### src/rtl/axis_fft_framer_if.sv
// AXI-Stream sample channel shared by the framer's upstream and downstream
// ports. The slave side carries no tlast: frame boundaries are generated
// by the framer itself.
interface axis_fft_framer_if #(
  parameter int WIDTH = 32
);
  logic [WIDTH-1:0] tdata;
  logic             tvalid;
  logic             tready;
  logic             tlast;

  modport master (output tdata, output tvalid, output tlast, input tready);
  modport slave  (input tdata, input tvalid, output tready);
endinterface

### src/rtl/axis_fft_framer.sv
// Cuts a free-running complex sample stream into FFT_LEN-sample AXI-Stream
// frames. Framing starts and stops only on frame boundaries under en, and a
// two-entry skid buffer keeps full throughput with registered outputs.
module axis_fft_framer #(
  parameter int WIDTH   = 32,
  parameter int FFT_LEN = 32,
  parameter int CNT_W   = 32
) (
  input  logic                       clk,
  input  logic                       aresetn,
  input  logic                       en,
  axis_fft_framer_if.slave           s_axis,
  axis_fft_framer_if.master          m_axis,
  output logic [$clog2(FFT_LEN)-1:0] sample_idx,
  output logic [CNT_W-1:0]           frame_cnt,
  output logic                       busy
);

  localparam int IDX_W = $clog2(FFT_LEN);
  localparam logic [IDX_W-1:0] IDX_LAST = IDX_W'(FFT_LEN - 1);

  typedef enum logic {IDLE, RUN} state_t;

  state_t            state_q, state_d;
  logic              rdy_q, rdy_d;
  logic              out_vld_q, out_vld_d;
  logic [WIDTH-1:0]  out_data_q, out_data_d;
  logic              out_last_q, out_last_d;
  logic              skid_vld_q, skid_vld_d;
  logic [WIDTH-1:0]  skid_data_q, skid_data_d;
  logic              skid_last_q, skid_last_d;
  logic [IDX_W-1:0]  idx_q, idx_d;
  logic [CNT_W-1:0]  fcnt_q, fcnt_d;

  logic accept, xfer, last_in;

  assign accept  = s_axis.tvalid & rdy_q;
  assign xfer    = out_vld_q & m_axis.tready;
  assign last_in = (idx_q == IDX_LAST);

  // Frame-level FSM: leave RUN only after the last sample of a frame is taken.
  always_comb begin
    state_d = state_q;
    unique case (state_q)
      IDLE:    if (en) state_d = RUN;
      RUN:     if (accept && last_in && !en) state_d = IDLE;
      default: state_d = IDLE;
    endcase
  end

  // Skid buffer, sample index, frame counter and registered input ready.
  always_comb begin
    out_vld_d   = out_vld_q;
    out_data_d  = out_data_q;
    out_last_d  = out_last_q;
    skid_vld_d  = skid_vld_q;
    skid_data_d = skid_data_q;
    skid_last_d = skid_last_q;
    if (!out_vld_q || xfer) begin
      // Output slot frees up this cycle. A full skid implies ready was low,
      // so a skid refill and a fresh accept never compete for the slot.
      if (skid_vld_q) begin
        out_vld_d  = 1'b1;
        out_data_d = skid_data_q;
        out_last_d = skid_last_q;
        skid_vld_d = 1'b0;
      end else if (accept) begin
        out_vld_d  = 1'b1;
        out_data_d = s_axis.tdata;
        out_last_d = last_in;
      end else begin
        out_vld_d  = 1'b0;
      end
    end else if (accept) begin
      skid_vld_d  = 1'b1;
      skid_data_d = s_axis.tdata;
      skid_last_d = last_in;
    end
    // FFT_LEN is a power of two, so the natural overflow wraps the index.
    idx_d  = accept ? idx_q + IDX_W'(1) : idx_q;
    fcnt_d = (xfer && out_last_q) ? fcnt_q + CNT_W'(1) : fcnt_q;
    rdy_d  = (state_d == RUN) && !skid_vld_d;
  end

  // Control state and the output register; reset discards any buffered beat.
  always_ff @(posedge clk or negedge aresetn) begin
    if (!aresetn) begin
      state_q    <= IDLE;
      rdy_q      <= 1'b0;
      out_vld_q  <= 1'b0;
      out_data_q <= '0;
      out_last_q <= 1'b0;
      skid_vld_q <= 1'b0;
      idx_q      <= '0;
      fcnt_q     <= '0;
    end else begin
      state_q    <= state_d;
      rdy_q      <= rdy_d;
      out_vld_q  <= out_vld_d;
      out_data_q <= out_data_d;
      out_last_q <= out_last_d;
      skid_vld_q <= skid_vld_d;
      idx_q      <= idx_d;
      fcnt_q     <= fcnt_d;
    end
  end

  // Skid payload is only meaningful while skid_vld_q is set, so it needs no reset.
  always_ff @(posedge clk) begin
    skid_data_q <= skid_data_d;
    skid_last_q <= skid_last_d;
  end

  assign s_axis.tready = rdy_q;
  assign m_axis.tvalid = out_vld_q;
  assign m_axis.tdata  = out_data_q;
  assign m_axis.tlast  = out_last_q;
  assign sample_idx    = idx_q;
  assign frame_cnt     = fcnt_q;
  assign busy          = (state_q == RUN) | out_vld_q | skid_vld_q;

endmodule

### src/flat_wrapper.sv
// flat-port wrapper written by rule: the top's interface ports become plain ports
module axis_fft_framer_flat 
#(
  parameter int WIDTH   = 32,
  parameter int FFT_LEN = 32,
  parameter int CNT_W   = 32
)
  (clk, aresetn, en, sample_idx, frame_cnt, busy, s_axis_tdata, s_axis_tvalid, s_axis_tready, m_axis_tdata, m_axis_tvalid, m_axis_tlast, m_axis_tready);
  axis_fft_framer_if #(.WIDTH(WIDTH)) s_axis_i ();
  axis_fft_framer_if #(.WIDTH(WIDTH)) m_axis_i ();
  input  logic clk;
  input  logic aresetn;
  input  logic en;
  output logic [$clog2(FFT_LEN)-1:0] sample_idx;
  output logic [CNT_W-1:0] frame_cnt;
  output logic busy;
  input wire logic [$bits(s_axis_i.tdata)-1:0] s_axis_tdata;
  input wire logic [$bits(s_axis_i.tvalid)-1:0] s_axis_tvalid;
  output wire logic [$bits(s_axis_i.tready)-1:0] s_axis_tready;
  output wire logic [$bits(m_axis_i.tdata)-1:0] m_axis_tdata;
  output wire logic [$bits(m_axis_i.tvalid)-1:0] m_axis_tvalid;
  output wire logic [$bits(m_axis_i.tlast)-1:0] m_axis_tlast;
  input wire logic [$bits(m_axis_i.tready)-1:0] m_axis_tready;
  assign s_axis_i.tdata = s_axis_tdata;
  assign s_axis_i.tvalid = s_axis_tvalid;
  assign s_axis_tready = s_axis_i.tready;
  assign m_axis_tdata = m_axis_i.tdata;
  assign m_axis_tvalid = m_axis_i.tvalid;
  assign m_axis_tlast = m_axis_i.tlast;
  assign m_axis_i.tready = m_axis_tready;
  axis_fft_framer #(.WIDTH(WIDTH), .FFT_LEN(FFT_LEN), .CNT_W(CNT_W)) u_core (.clk(clk), .aresetn(aresetn), .en(en), .s_axis(s_axis_i), .m_axis(m_axis_i), .sample_idx(sample_idx), .frame_cnt(frame_cnt), .busy(busy));
endmodule
### config.mk
export PLATFORM = sky130hd
export DESIGN_NAME = axis_fft_framer_flat
export DESIGN_NICKNAME = d
export VERILOG_FILES = /design/src/rtl/axis_fft_framer_if.sv /design/src/rtl/axis_fft_framer.sv /design/src/flat_wrapper.sv
export SDC_FILE = /design/constraint.sdc
export NUM_CORES = 1
export LEC_CHECK = 0
export ABC_AREA = 1
export CAP_MARGIN = 20
export CORE_MARGIN = 3
export CORE_UTILIZATION = 45
export DETAILED_ROUTE_END_ITERATION = 8
export GPL_ROUTABILITY_DRIVEN = 0
export PLACE_DENSITY = 0.78
export SYNTH_ARGS = -nofsm -noshare
export SYNTH_HDL_FRONTEND = slang
export SYNTH_SLANG_ARGS = --single-unit
export TNS_END_PERCENT = 5
### constraint.sdc
create_clock -name clk -period 2.3 [get_ports clk]
set_input_delay 0.46 -clock clk [delete_from_list [all_inputs] [get_ports clk]]
set_output_delay 0.46 -clock clk [all_outputs]
set_load 0.005 [all_outputs]
[Yosys cells after proc, flatten, opt, wreduce, memory -nomap -nowiden]
Index checks and enable logic that the tools add are counted.
Operators by class
  add/subtract/negate cells: 2
  equality and inequality tests: 1
  muxes and demuxes: 11
  bitwise gates (word level): 6
  reductions and logical operators: 11
Operator list (number)
  $mux 32: 2
  $add 32x1->32 const B: 1
  $mux 1: 8
  $add 5x1->5 const B: 1
  $eq 5x5->1 const B: 1
  $logic_and 1x1->1: 4
  $reduce_and 2->1: 2
  $logic_not 1->1: 3
  $and 1x1->1: 2
  $not 1->1: 2
  $or 1x1->1: 2
  $pmux 1 s2: 1
  $reduce_bool 2->1: 1
  $logic_or 1x1->1: 1
Storage, ports and cells
  register bits: 107
  input port bits: 37
  output and inout port bits: 73
  word-level logic and storage cells: 41

[Longest topological paths before layout]
  depth in word-level cells: 6
  mapped depth: 9
  depth with buffers taken out: 9

[Worst setup path before layout]
Ideal clock, no wire load.
  path kind: in2reg
  start point: input port m_axis_tready
  end point: register u_core.skid_data_q[0] (enable)
  data arrival time: 2.000 ns
  data required time: 1.877 ns
  slack: -0.123 ns
  stages on the path: 3
  cells stage by stage: inv_1 -> nand2_1 -> nor2_1
Between the ends
  longest elaborated chain between the ends: 4
RTL lines
  from (decl): RTL line flat_wrapper.sv:23  | input wire logic [$bits(m_axis_i.tready)-1:0] m_axis_tready;
  $and 1x1->1: RTL line axis_fft_framer.sv:38  | assign xfer = out_vld_q & m_axis.tready;
  $logic_or 1x1->1: RTL line axis_fft_framer.sv:59  | if (!out_vld_q || xfer) begin
  $not 1->1 (no source line)
  $reduce_and 2->1 (no source line)
  to (signal assigned): RTL line axis_fft_framer.sv:110  | skid_data_q <= skid_data_d;
  to (decl): RTL line axis_fft_framer.sv:30  | logic [WIDTH-1:0] skid_data_q, skid_data_d;
Every way passes these cells.
A chain may end at the register's enable or synchronous reset.

[Worst setup path after layout]
  start point: register u_core.out_vld_q (netlist: u_core.m_axis.tvalid)
  end point: output port busy
Between the ends
  longest elaborated chain between the ends: 2
RTL lines
  from (decl): RTL line axis_fft_framer.sv:26  | logic out_vld_q, out_vld_d;
  from (signal assigned): RTL line axis_fft_framer.sv:99  | out_vld_q <= out_vld_d;
  $or 1x1->1 (2 in series): RTL line axis_fft_framer.sv:120  | assign busy = (state_q == RUN) | out_vld_q | skid_vld_q;
  to (decl): RTL line flat_wrapper.sv:16  | output logic busy;
Every way passes these cells.

==> results.cfg <==
[clocking]
cts_root_buf = clkbuf_8
insertion_delay_ns = 0.38
path_clk_slew_ns = 0.11
ctsResizeCount = 0
htreeDepth = 3
ctsLongestPathBuffers = 2
cts.sinks = 107
cts_hold_buf = 0
cts_tree = done
numCtsBuffers = 9
cts_setup_buffers = 0

[synthesis]
ys_top_cells_by_count = 135 x nand2_1, 74 x dfrtp_1, 66 x inv_1, 55 x o21ai_0, 33 x edfxtp_1
ys_warn_count = 0
synth_flop_cell = dfrtp_1
ys_seq_area_share_pct = 58.7
yosys.area.top_type_share_pct = 38.2
synth_area_leaders = dfrtp_1 38%, edfxtp_1 20%, nand2_1 10%, o21ai_0 5.7%, inv_1 5.1%
ys_types = 29
yosysMostFrequentCell = nand2_1
syn_nets = 547
synth.avg_cell_area_um2 = 9.55
syn_area_um2 = 4840
ys_seq_elements = 107
netlist_instances = 507
yosysTopAreaCell = dfrtp_1
synth_edf_count = 33
synthArstFlopShare_pct = 69.2

[setup_path]
r2r_setup_slack_ns = 0.72
crit_path_end_kind = output port
crit_fanout = 5
critical_path_class = reg -> out
cp.required_ns = 1.84
startpoint_type = flip-flop
critPathArrivalTime_ns = 1.51

[die]
pin_count = 110
dieHeight_um = 110
dieArea_um2 = 12000
std_cell_rows = 37
die_w_um = 110
initial_core_util_pct = 46.5
core_area_um2 = 10400

[detailed_routing]
dr.pass1.iters = 5
num_vias = 3661
drt_iter0_markers = 222
drc = 0
vias_per_cell = 4.82
post_drt_wl_per_cell_um = 14.4
routed_wl_mm = 11.0
ant_nets = 0

[global_routing]
grt.overflow.total = 0
antenna_found_initial = 0
grt_pass1_vias = 3591
grt_first_pass_wirelength_mm = 17.7
grt.total_usage_pct = 18.9
grt_max_degree = 49

[power]
vdd_ir_drop_max_v = 0.000397
power_density_nw_per_um2 = 728
p_leak_nw = 2.75

[place]
io_buffers = 109
dpl.hpwl_mm = 7.92

[timing]
timing.slew.headroom_pct = 69.1
finalMaxSlewViolations = 0
hold_viol = 0
finalSetupViolCount = 0
final.setup.tns_ns = 0
period_share_pct = 85.4
fmax_mhz = 509
worstMarginPinSlew_ns = 0.460
rsz0062_at_grt = no
finalCriticalPeriod_ns = 1.97
skew_ns = 0.0112

[flow_run]
max_cap_viol_count = 0

[finish]
area_growth_pct = 29.8
antennaDiodeCount = 0
drive_gt1_share_pct = 8.81
utilization_pct = 60.3
fin_nets = 659

[worst_hold_path]
holdCritPathClass = in -> async

[outcome]
status = finished, final reports clean
-- final timing paths --
path                                          from                      end  cells after the start
hold / removal                             aresetn  u_core.m_axis.tdata[20]                      1
hold reg to reg            u_core.m_axis.tdata[13]  u_core.m_axis.tdata[13]                      2
max in group asynchronous                  aresetn        u_core.skid_vld_q                      2
min in group clk           u_core.m_axis.tdata[13]  u_core.m_axis.tdata[13]                      2
setup / recovery              u_core.m_axis.tvalid                     busy                      3
setup reg to reg               u_core.frame_cnt[4]     u_core.frame_cnt[30]                      7
-- logic make-up after synthesis --
logic type / after synthesis / synth area share, %
AOI/OAI and AO/OA: 69 / 7.18
buffers and inverters: 83 / 7.11
DFF: 107 / 58.7
xor gates and xnor gates: 23 / 4.32
and+or+nand+nor: 222 / 21.9
adders and majority gates: 3 / 0.775
-- final cells by class --
class | count | area (um^2)
Fill cell | 898 | 4130
Sequential cell | 107 | 2840
Multi-Input combinational cell | 317 | 1670
Timing Repair Buffer | 115 | 1170
Inverter | 69 | 259
Tap cell | 136 | 170
Clock buffer | 9 | 124
Clock inverter | 7 | 50.0
-- metal layers --
layer  part of all wire (%)  wire length (um)  vias to the layer above  GRT usage [%]
met5                      0                 0                        -              0
met4                    1.8               199                        0           6.59
met3                    4.9               540                       17           4.11
met2                     47              5150                       93           30.2
met1                     46              5090                     1714           25.7
li1                       -                 -                     1837              -
-- flip-flops by register name, summed over array words and instances (netlist names) --
register / count
u_core.state_q: 1
u_core.m_axis.tlast: 1
u_core.sample_idx: 5
u_core.skid_data_q: 32
u_core.skid_last_q: 1
u_core.s_axis.tready: 1
u_core.m_axis.tdata: 32
u_core.frame_cnt: 32
u_core.m_axis.tvalid: 1
u_core.skid_vld_q: 1
-- power breakdown --
group | switching [mW] | total, mW | leakage [nW] | internal, mW
Combinational | 0.455 | 1.08 | 1.44 | 0.621
Sequential | 0.201 | 2.43 | 1.24 | 2.23
Clock | 0.669 | 1.07 | 0.0820 | 0.398
-- cell usage in the layout, fill, tap and decap left out --
cell,n
clkbuf_8,9
clkinv_2,2
o21ai_1,13
nand3_4,3
dfrtp_2,1
inv_1,66
nand4_2,2
nor2_4,8
and3_1,1
nand3_1,17
xnor2_1,11
inv_6,2
xor2_2,1
clkinvlp_4,3
buf_12,3
dfrtp_1,73
ha_1,3
nand3b_1,4
nand3_2,4
nor3_1,7
nor2_8,1
inv_2,3
o21ai_0,55
xor2_1,11
edfxtp_1,33
nand4_1,3
nor2_2,5
nand2_1,134
nand2_2,4
o21bai_1,1
nor2_1,29
buf_4,4
clkdlybuf4s50_1,108
-- worst max-delay path, cell delays in order, from the launching register on --
cell	delay, ns
dfrtp_1	0.49
nor2_1	0.07
nand2_1	0.07
clkdlybuf4s50_1	0.51
-- per-stage QoR --
stage / power, mW / cell area, um^2 / hold slack, ns / std cells / setup slack, ns
3_3_place_gp: 3.52 / 6110 / 0.449 / 744 / 0.316
3_5_place_dp: 3.57 / 6110 / 0.451 / 744 / 0.267
4_1_cts: 4.62 / 6280 / 0.0410 / 760 / 0.316
6_report: 4.58 / 6280 / 0.0357 / 760 / 0.335
5_1_grt: 4.84 / 6280 / 0.0575 / 760 / 0.251
2_1_floorplan: 2.85 / 4840 / 0.164 / 507 / 0.419
(Power assumes the default switching activity.)
